### config.mk
export PLATFORM = sky130hd
export DESIGN_NAME = video_console_ctrl
export DESIGN_NICKNAME = d
export VERILOG_FILES = /design/src/rtl/video_console_pkg.sv /design/src/rtl/video_console_cursor.sv /design/src/rtl/video_console_ctrl.sv
export SDC_FILE = /design/constraint.sdc
export NUM_CORES = 1
export LEC_CHECK = 0
export CORE_AREA = 5 5 110 112
export CTS_CLUSTER_SIZE = 30
export DETAILED_ROUTE_END_ITERATION = 7
export DIE_AREA = 0 0 115 117
export PLACE_DENSITY = 0.74
export SYNTH_ARGS = -nofsm -noshare
export SYNTH_HDL_FRONTEND = slang
export SYNTH_HIERARCHICAL = 1
export SYNTH_SLANG_ARGS = --single-unit
### constraint.sdc
create_clock -name clk -period 3.64 [get_ports clk]
set_input_delay 0.728 -clock clk [delete_from_list [all_inputs] [get_ports clk]]
set_output_delay 0.728 -clock clk [all_outputs]
set_load 0.005 [all_outputs]
### src/rtl/video_console_pkg.sv
// Shared definitions for the text console write sequencer:
// opcodes, ASCII constants, nibble-to-hex-digit conversion and FSM encoding.
// No ports; imported by video_console_cursor and video_console_ctrl.
package video_console_pkg;

    localparam logic [2:0] OP_NOP    = 3'd0;
    localparam logic [2:0] OP_PUTC   = 3'd1;
    localparam logic [2:0] OP_NL     = 3'd2;
    localparam logic [2:0] OP_HOME   = 3'd3;
    localparam logic [2:0] OP_SETPOS = 3'd4;
    localparam logic [2:0] OP_CLEAR  = 3'd5;
    localparam logic [2:0] OP_HEX    = 3'd6;

    localparam logic [7:0] ASCII_SPACE = 8'h20;

    typedef enum logic [1:0] {
        S_IDLE = 2'd0,
        S_CLR  = 2'd1,
        S_HEX  = 2'd2
    } state_t;

    // 0-9 -> 0x30-0x39, A-F -> 0x41-0x46 (0x37 + 10 = 'A')
    function automatic logic [7:0] nib2ascii(input logic [3:0] nib);
        return (nib < 4'd10) ? (8'h30 + {4'h0, nib}) : (8'h37 + {4'h0, nib});
    endfunction

endpackage

### src/rtl/video_console_cursor.sv
// Text cursor: column, row and linear RAM address (row*TW+col) kept in step.
// Ports: clk/rst/clk_en; one-cycle strobes adv, nl, home, setpos (+ set_col/set_row);
// outputs col, row, adr. Address is updated incrementally; only setpos multiplies (by constant TW).
module video_console_cursor
    import video_console_pkg::*;
#(
    parameter int TW  = 80,
    parameter int TH  = 2,
    parameter int MAW = 8
) (
    input  logic           clk,
    input  logic           rst,
    input  logic           clk_en,
    input  logic           adv,
    input  logic           nl,
    input  logic           home,
    input  logic           setpos,
    input  logic [7:0]     set_col,
    input  logic [7:0]     set_row,
    output logic [7:0]     col,
    output logic [7:0]     row,
    output logic [MAW-1:0] adr
);

    localparam logic [7:0]     COL_MAX = 8'(TW - 1);
    localparam logic [7:0]     ROW_MAX = 8'(TH - 1);
    localparam logic [MAW-1:0] ROW_LEN = MAW'(TW);

    logic [7:0] col_cl;
    logic [7:0] row_cl;

    assign col_cl = (set_col > COL_MAX) ? COL_MAX : set_col;
    assign row_cl = (set_row > ROW_MAX) ? ROW_MAX : set_row;

    always_ff @(posedge clk or posedge rst) begin
        if (rst) begin
            col <= '0;
            row <= '0;
            adr <= '0;
        end else if (clk_en) begin
            if (home) begin
                col <= '0;
                row <= '0;
                adr <= '0;
            end else if (setpos) begin
                col <= col_cl;
                row <= row_cl;
                adr <= MAW'(row_cl) * ROW_LEN + MAW'(col_cl);
            end else if (nl) begin
                col <= '0;
                if (row == ROW_MAX) begin
                    row <= '0;
                    adr <= '0;
                end else begin
                    row <= row + 8'd1;
                    // back to start of this row, then one row down
                    adr <= adr - MAW'(col) + ROW_LEN;
                end
            end else if (adv) begin
                if (col == COL_MAX) begin
                    col <= '0;
                    if (row == ROW_MAX) begin
                        row <= '0;
                        adr <= '0;
                    end else begin
                        row <= row + 8'd1;
                        // last column of row r + 1 is first column of row r+1
                        adr <= adr + 1'b1;
                    end
                end else begin
                    col <= col + 8'd1;
                    adr <= adr + 1'b1;
                end
            end
        end
    end

endmodule

### src/rtl/video_console_ctrl.sv
// Command-driven write sequencer for the console character RAM write port.
// Ports: clk/rst/clk_en; cmd_valid/cmd_ready/cmd_op/cmd_dat command handshake;
// cur_col/cur_row cursor; busy; registered RAM write port con_we/con_adr_w/con_dat_w.
module video_console_ctrl
    import video_console_pkg::*;
#(
    parameter int TW  = 80,
    parameter int TH  = 2,
    parameter int MAW = 8,
    parameter int MDW = 8,
    parameter int HW  = 32
) (
    input  logic           clk,
    input  logic           rst,
    input  logic           clk_en,
    input  logic           cmd_valid,
    output logic           cmd_ready,
    input  logic [2:0]     cmd_op,
    input  logic [HW-1:0]  cmd_dat,
    output logic [7:0]     cur_col,
    output logic [7:0]     cur_row,
    output logic           busy,
    output logic           con_we,
    output logic [MAW-1:0] con_adr_w,
    output logic [MDW-1:0] con_dat_w
);

    localparam int             NNIB     = HW / 4;
    localparam int             NBW      = (NNIB > 1) ? $clog2(NNIB) : 1;
    localparam logic [MAW-1:0] CLR_LAST = MAW'(TW * TH - 1);

    state_t         state, state_nxt;
    logic [MAW-1:0] clr_cnt, clr_nxt;
    logic [NBW-1:0] nib_cnt, nib_nxt;
    logic [HW-1:0]  hex_dat, hex_nxt;

    logic           wr;
    logic [MAW-1:0] wr_adr;
    logic [MDW-1:0] wr_dat;
    logic           c_adv, c_nl, c_home, c_set;
    logic           accept;
    logic [MAW-1:0] cur_adr;

    assign cmd_ready = (state == S_IDLE);
    assign busy      = (state != S_IDLE);
    assign accept    = cmd_valid && cmd_ready && clk_en;

    video_console_cursor #(
        .TW  (TW),
        .TH  (TH),
        .MAW (MAW)
    ) u_cursor (
        .clk     (clk),
        .rst     (rst),
        .clk_en  (clk_en),
        .adv     (c_adv),
        .nl      (c_nl),
        .home    (c_home),
        .setpos  (c_set),
        .set_col (cmd_dat[7:0]),
        .set_row (cmd_dat[15:8]),
        .col     (cur_col),
        .row     (cur_row),
        .adr     (cur_adr)
    );

    always_ff @(posedge clk or posedge rst) begin
        if (rst) begin
            state <= S_IDLE;
        end else if (clk_en) begin
            state <= state_nxt;
        end
    end

    always_comb begin
        state_nxt = state;
        wr        = 1'b0;
        wr_adr    = cur_adr;
        wr_dat    = '0;
        c_adv     = 1'b0;
        c_nl      = 1'b0;
        c_home    = 1'b0;
        c_set     = 1'b0;
        clr_nxt   = clr_cnt;
        nib_nxt   = nib_cnt;
        hex_nxt   = hex_dat;
        case (state)
            S_IDLE: begin
                if (accept) begin
                    case (cmd_op)
                        OP_PUTC: begin
                            wr     = 1'b1;
                            wr_dat = MDW'(cmd_dat[7:0]);
                            c_adv  = 1'b1;
                        end
                        OP_NL:     c_nl   = 1'b1;
                        OP_HOME:   c_home = 1'b1;
                        OP_SETPOS: c_set  = 1'b1;
                        OP_CLEAR: begin
                            // address 0 is written on the accept edge itself
                            wr        = 1'b1;
                            wr_adr    = '0;
                            wr_dat    = MDW'(ASCII_SPACE);
                            clr_nxt   = MAW'(1);
                            state_nxt = S_CLR;
                        end
                        OP_HEX: begin
                            // most significant digit goes out on the accept edge
                            wr        = 1'b1;
                            wr_dat    = MDW'(nib2ascii(cmd_dat[HW-1 -: 4]));
                            c_adv     = 1'b1;
                            hex_nxt   = cmd_dat;
                            nib_nxt   = NBW'(NNIB - 2);
                            state_nxt = S_HEX;
                        end
                        default: ;
                    endcase
                end
            end
            S_CLR: begin
                wr     = 1'b1;
                wr_adr = clr_cnt;
                wr_dat = MDW'(ASCII_SPACE);
                if (clr_cnt == CLR_LAST) begin
                    state_nxt = S_IDLE;
                    c_home    = 1'b1;
                end else begin
                    clr_nxt = clr_cnt + 1'b1;
                end
            end
            S_HEX: begin
                wr     = 1'b1;
                wr_dat = MDW'(nib2ascii(hex_dat[{nib_cnt, 2'b00} +: 4]));
                c_adv  = 1'b1;
                if (nib_cnt == '0) begin
                    state_nxt = S_IDLE;
                end else begin
                    nib_nxt = nib_cnt - 1'b1;
                end
            end
            default: state_nxt = S_IDLE;
        endcase
    end

    always_ff @(posedge clk or posedge rst) begin
        if (rst) begin
            clr_cnt   <= '0;
            nib_cnt   <= '0;
            hex_dat   <= '0;
            con_we    <= 1'b0;
            con_adr_w <= '0;
            con_dat_w <= '0;
        end else if (clk_en) begin
            clr_cnt <= clr_nxt;
            nib_cnt <= nib_nxt;
            hex_dat <= hex_nxt;
            con_we  <= wr;
            if (wr) begin
                con_adr_w <= wr_adr;
                con_dat_w <= wr_dat;
            end
        end
    end

endmodule

# ---- Yosys cells after proc, flatten, opt, wreduce, memory -nomap -nowiden
# Index checks and enable logic that the tools add are counted.
# W data, S select, Z words.
dict set report classes {
  add_sub_neg 12
  n_mul 1
  div_mod_pow 0
  magnitude_cmp 4
  n_eq_ne 19
  n_shift 1
  n_mux 57
  bitwise 0
  reduce_logical 19
}
# operator n
set op_table {}
lappend op_table {{$mux W8} 26}
lappend op_table {{$pmux W8 S3} 2}
lappend op_table {{$add A8 B1 Y8 const B} 4}
lappend op_table {{$pmux W8 S2} 2}
lappend op_table {{$shiftx A32 B6 Y4} 1}
lappend op_table {{$add A6 B4 Y7 const A} 4}
lappend op_table {{$reduce_and A5 Y1} 3}
lappend op_table {{$mux W7} 2}
lappend op_table {{$mux W1} 13}
lappend op_table {{$eq A3 B3 Y1 const B} 3}
lappend op_table {{$mux W3} 3}
lappend op_table {{$add A8 B7 Y8 const B} 1}
lappend op_table {{$add A8 B8 Y8} 1}
lappend op_table {{$eq A8 B1 Y1 const B} 1}
lappend op_table {{$eq A8 B7 Y1 const B} 1}
lappend op_table {{$eq A8 B8 Y1 const B} 1}
lappend op_table {{$gt A8 B1 Y1 const B} 1}
lappend op_table {{$gt A8 B7 Y1 const B} 1}
lappend op_table {{$lt A4 B4 Y1 const B} 2}
lappend op_table {{$mul A8 B3 Y4 const B} 1}
lappend op_table {{$ne A2 B2 Y1 const B} 4}
lappend op_table {{$reduce_bool A4 Y1} 2}
lappend op_table {{$sub A8 B8 Y8} 1}
lappend op_table {{$eq A3 B2 Y1 const B} 2}
lappend op_table {{20 further kinds} 31}
dict set report word_totals {
  reg_bits 86
  latchBits 0
  ram_bits 0
  rom_bits 0
  input_bits 39
  word_cells 123
  mem_count 0
}

# ---- Depth between registers and ports, before layout
dict set report logic_depth {
  depth_word 9
  depth_mapped 11
  mapped_depth_nobuf 11
}

# ---- By module
# Netlist, hierarchy kept.
# module n_inst cells_per_inst area_each_um2 seq_area_each_um2
set by_module_without_submodules {}
lappend by_module_without_submodules {video_console_ctrl 1 306 3353.2 1551.5}
lappend by_module_without_submodules {video_console_cursor 1 238 2052.0 600.6}

# ---- Worst setup path after synthesis
# No wires, ideal clock.
dict set report synth_timing {
  path_kind {flip-flop to flip-flop}
  startpoint {register state[0]}
  endpoint {register u_cursor.adr[2]}
  arrival_ps 2611
  required_ps 3555
  path_slack_ps 945
  stages_incl_launch_ff 10
  period_less_slack_ps 2695
  path_cell_list {dfrtp_1 inv_1 ha_1 nand3_2 o31ai_1 o41ai_2 nor2_1 o21ai_0 o31a_1 o22ai_1}
}
dict set report synth_between {
  elab_cells_between_ends 18
  cone_classes {2 x eq/ne; 11 x mux; 5 x reduce/logical}
}
# item line_no
set synth_rtl {}
lappend synth_rtl {{start: declaration} video_console_ctrl.sv:32} ;# state_t state, state_nxt;
lappend synth_rtl {{start signal: assignment} video_console_ctrl.sv:71} ;# state <= state_nxt;
lappend synth_rtl {{$logic_not A2 Y1 *} video_console_ctrl.sv:44} ;# assign cmd_ready = (state == S_IDLE);
lappend synth_rtl {{net cmd_ready} video_console_ctrl.sv:17} ;# output logic cmd_ready,
lappend synth_rtl {{$logic_and A1 B1 Y1 (2 in series)} video_console_ctrl.sv:46} ;# assign accept = cmd_valid && cmd_ready && clk_en;
lappend synth_rtl {{$mux W1} video_console_ctrl.sv:89} ;# if (accept) begin
lappend synth_rtl {{$pmux W1 S2 *} video_console_ctrl.sv:87} ;# case (state)
lappend synth_rtl {{net c_home} video_console_ctrl.sv:40} ;# logic c_adv, c_nl, c_home, c_set;
lappend synth_rtl {{$reduce_bool A4 Y1 (no source line)} n/a}
lappend synth_rtl {{$reduce_and A2 Y1 (no source line)} n/a}
lappend synth_rtl {{end signal: assignment} video_console_cursor.sv:57} ;# adr <= adr - MAW'(col) + ROW_LEN;
lappend synth_rtl {{end signal: assignment} video_console_cursor.sv:68} ;# adr <= adr + 1'b1;
lappend synth_rtl {{end signal: assignment} video_console_cursor.sv:72} ;# adr <= adr + 1'b1;
lappend synth_rtl {{end: declaration} video_console_cursor.sv:22} ;# output logic [MAW-1:0] adr
# Mark *: on every way through the listed nets, which the timed path passes. The rest lies on a longest branch.
# A chain may end at the register's enable or synchronous reset.

# ---- Final worst setup path
dict set report layout_timing {
  startpoint {input cmd_op[0]}
  endpoint {register u_cursor.adr[2]}
}
dict set report layout_between {
  elab_cells_between_ends 23
  cone_classes {5 x eq/ne; 15 x mux; 3 x reduce/logical}
}
# item line_no
set layout_rtl {}
lappend layout_rtl {{start: declaration} video_console_ctrl.sv:18} ;# input logic [2:0] cmd_op,
lappend layout_rtl {{$eq A3 B2 Y1 *} video_console_ctrl.sv:90} ;# case (cmd_op)
lappend layout_rtl {{$mux W1 *} video_console_ctrl.sv:90}
lappend layout_rtl {{$mux W1 *} video_console_ctrl.sv:89}
lappend layout_rtl {{$pmux W1 S2 *} video_console_ctrl.sv:87}
lappend layout_rtl {{net c_home} video_console_ctrl.sv:40}
lappend layout_rtl {{$reduce_bool A4 Y1 (no source line)} n/a}
lappend layout_rtl {{$reduce_and A2 Y1 (no source line)} n/a}
# Marked as above.

==> key figures <==
Clocking
  • Clk_lat worst skew: 0.34 ns
  • CTS clk-pin slew, worst paths: 0.06 ns
  • TritonCTS clock tree: done
  • TritonCTS Buffers: 9
  • CTS resizes: 0
  • Root Buffer: clkbuf_16
  • CTS max path bufs: 2
  • Hold-fix buffers, CTS: 0
  • Setup repair bufs after CTS: 0
  • # H-tree levels: 3
  • Clk sinks: 86

Synth
  • Register area share after synthesis: 39.8%
  • Synth Register Bits: 86
  • Synth area leader: dfrtp_1
  • Most used DFF post-synth: dfrtp_1
  • Ys Warns: 6
  • Cell count after synthesis: 544
  • Synth area leaders: dfrtp_1 40%, ha_1 6.9%, mux2_2 6.3%
  • Avg Cell Area, Syn: 9.94 µm²
  • Net Count, Synth: 614
  • Yosys cell types: 72
  • Cell Area, Synth: 5410 µm²
  • Asr flop ratio synth: 100%
  • EDFF count, synth: 0
  • Top cell type's share of synthesized area: 39.8%

Run status
  • Status: finished clean

Detailed routing
  • DR pass1 iterations: 5
  • Initial DRC count: 375
  • Routed len/inst: 18.7 µm
  • Antenna Nets Post-Route: 0
  • DR DRC count: 0
  • M1 WL: 6060 µm
  • Wire length on met3: 888 µm
  • Vias: 4,643
  • Vias per inst: 6.03
  • DR top layer: met4
  • Final WL: 14,400 µm
  • Met2 wire length: 7340 µm

Critical path
  • Worst-path cell chain: clkdlybuf4s50_1 -> inv_1 -> o31ai_1 -> buf_4 -> o41ai_4 -> nor2_1 -> o21ai_0 -> o31a_1 -> o22ai_1
  • Reg2reg path depth: 10
  • Worst reg2reg setup slack: 0.71 ns
  • CP max stage delay: 0.66 ns
  • Crit end category: flop
  • WS Path Type: primary input to flop
  • Worst-path maximum fanout: 11
  • Required time worst endpoint: 3.89 ns
  • Reg-to-Reg Start: state[0]
  • Crit-path slowest cell: clkdlybuf4s50_1
  • Worst path arrival time: 3.21 ns
  • Beginning of the critical path: cmd_op[0]
  • RR Endpoint: u_cursor/adr[2]
  • Critical Path Source Type: primary input
  • CP Capture Point: u_cursor/adr[2]

Timing
  • Setup tns final: 0 ns
  • RSZ-0062 raised after global routing: no
  • Slew HR: 34.4%
  • Fmax: 338 MHz
  • Hold Vio Cnt, Final: 0
  • Final min period: 2.96 ns
  • Fin. max-slew vios: 0
  • Clock skew: 0.00787 ns
  • Fin crit share: 81.3%
  • Final setup viols: 0
  • Slew at the pin closest to its max-slew limit: 0.982 ns
  • Hold WS: 0.495 ns

Place
  • Number of I/O port buffers: 73
  • Final HPWL DP: 11,100 µm
  • Placed Area: 6360 µm²
  • Final Wtd Congestion: 0.898

Final layout
  • Inserted Diodes: 0
  • Post-layout util: 59.7%
  • Finished Cell Area: 6640 µm²
  • Synth-to-layout area growth: 22.8%
  • Share of post-route cells with drive strength above 1: 14.8%
  • Fin nets: 692

Worst hold path
  • Min-Delay Path Class: flop to flop
  • Worst Hold Launch: con_dat_w[5]

GRT
  • Overall Global Routing Usage: 22.4%
  • First-pass GRT wire length: 24,000 µm
  • Initial antenna violation count: 0
  • Vias in the first global route: 4,802
  • Largest net degree at the start of global routing: 35
  • Total congestion overflow: 0

Floorplanning
  • Chip width: 115 µm
  • Initial Util: 48.6%
  • Die height: 117 µm
  • Site Rows: 39
  • CORE AREA: 11,100 µm²
  • Die area: 13,500 µm²
  • I/O pin cnt: 74

Power and ir drop
  • Max VDD drop: 327 µV
  • Leak pwr: 2.76 nW
  • P per Cell Area: 724 nW/µm²

Flow run
  • Max-cap violations: 0
[Yosys cell counts (all sizes together), types with 5 or more instances]
cell,instances
dfrtp,86
nor2,51
o21ai,41
inv,39
mux2,31
ha,30
nand2,23
a21oi,19
nand3,17
xnor2,16
nor3,15
clkbuf,14
a221oi,11
o31ai,9
mux2i,8
mux4,8
nand2b,8
o22ai,7
a22oi,6
buf,6
nor4,6
a211oi,5
and3,5
nand4,5
or2,5
[cell type report]
type	count	area, µm²
sequential	86	2150
clock inverter	5	32.5
tap	143	179
multi-input combinational	398	3030
timing repair buffer	87	848
fill	975	4490
clock buffer	11	243
inverter	40	150
[through the flow]
step | instances | setup WS, ns | power (mW)
floorplan | 544 | 0.945 | 3.09
global placement | 754 | 0.492 | 3.82
detailed placement | 754 | 0.389 | 3.94
CTS | 770 | 0.760 | 4.83
global route | 770 | 0.437 | 5.16
finish | 770 | 0.681 | 4.81
[worst min-delay path by stage]
stage	to	depth (start not counted)	slack, ns
3_5_place_dp	hex_dat[28]	2	0.48
6_report	con_dat_w[5]	2	0.50
5_1_grt	hex_dat[10]	1	0.53
4_1_cts	hex_dat[28]	2	0.50
2_1_floorplan	hex_dat[28]	2	0.44
3_3_place_gp	con_dat_w[5]	2	0.48
[cell families (layout without fill, tap and decap cells)]
| logic type | Yosys count | in the layout | share of synthesized area, % |
|---|---|---|---|
| xor gates and xnor gates | 19 | 19 | 3.08 |
| adders and majority gates | 31 | 31 | 7.31 |
| buffers and inverters | 60 | 143 | 4.42 |
| DFF | 86 | 86 | 39.8 |
| and+or+nand+nor | 156 | 156 | 15.0 |
| AOI/OAI and AO/OA | 144 | 144 | 18.8 |
| other | 1 | 1 | 0.0694 |
| muxes | 47 | 47 | 11.5 |
[layout by cell type, fill, tap and decap left out, types with 12 or more instances in the layout]
cell             instances
inv_1                   38
buf_4                   13
mux2_2                  30
xnor2_1                 16
nand3_1                 16
nor2_1                  50
nand2_1                 23
o21ai_0                 29
a21oi_1                 19
clkdlybuf4s50_1         73
dfrtp_1                 86
nor3_1                  14
o21ai_1                 12
ha_1                    30
[flip-flops by register name, indices dropped and copies added, names as in the netlist]
signal,flops
u_cursor/row,8
nib_cnt,3
clr_cnt,8
con_dat_w,8
state,2
u_cursor/adr,8
con_adr_w,8
con_we,1
u_cursor/col,8
hex_dat,32
[layer usage]
metal  global-route usage (%)  up-vias
li1                         -     2166
met1                     29.4     2296
met5                        0        -
met4                     5.48        0
met2                     38.8      164
met3                     3.80       17
[power by group]
part           internal (mW)  total (mW)  switching, mW
clock                  0.481       0.862          0.381
sequential              1.32        1.67          0.349
combinational           1.16        2.28           1.12
[critical path: cells and delay by family]
family | cells | cell delay [ns]
compound gates | 5 | 1.17
buf+inv | 3 | 1.01
simple gates | 1 | 0.29
No activity file was read; power rests on OpenSTA's default activity.
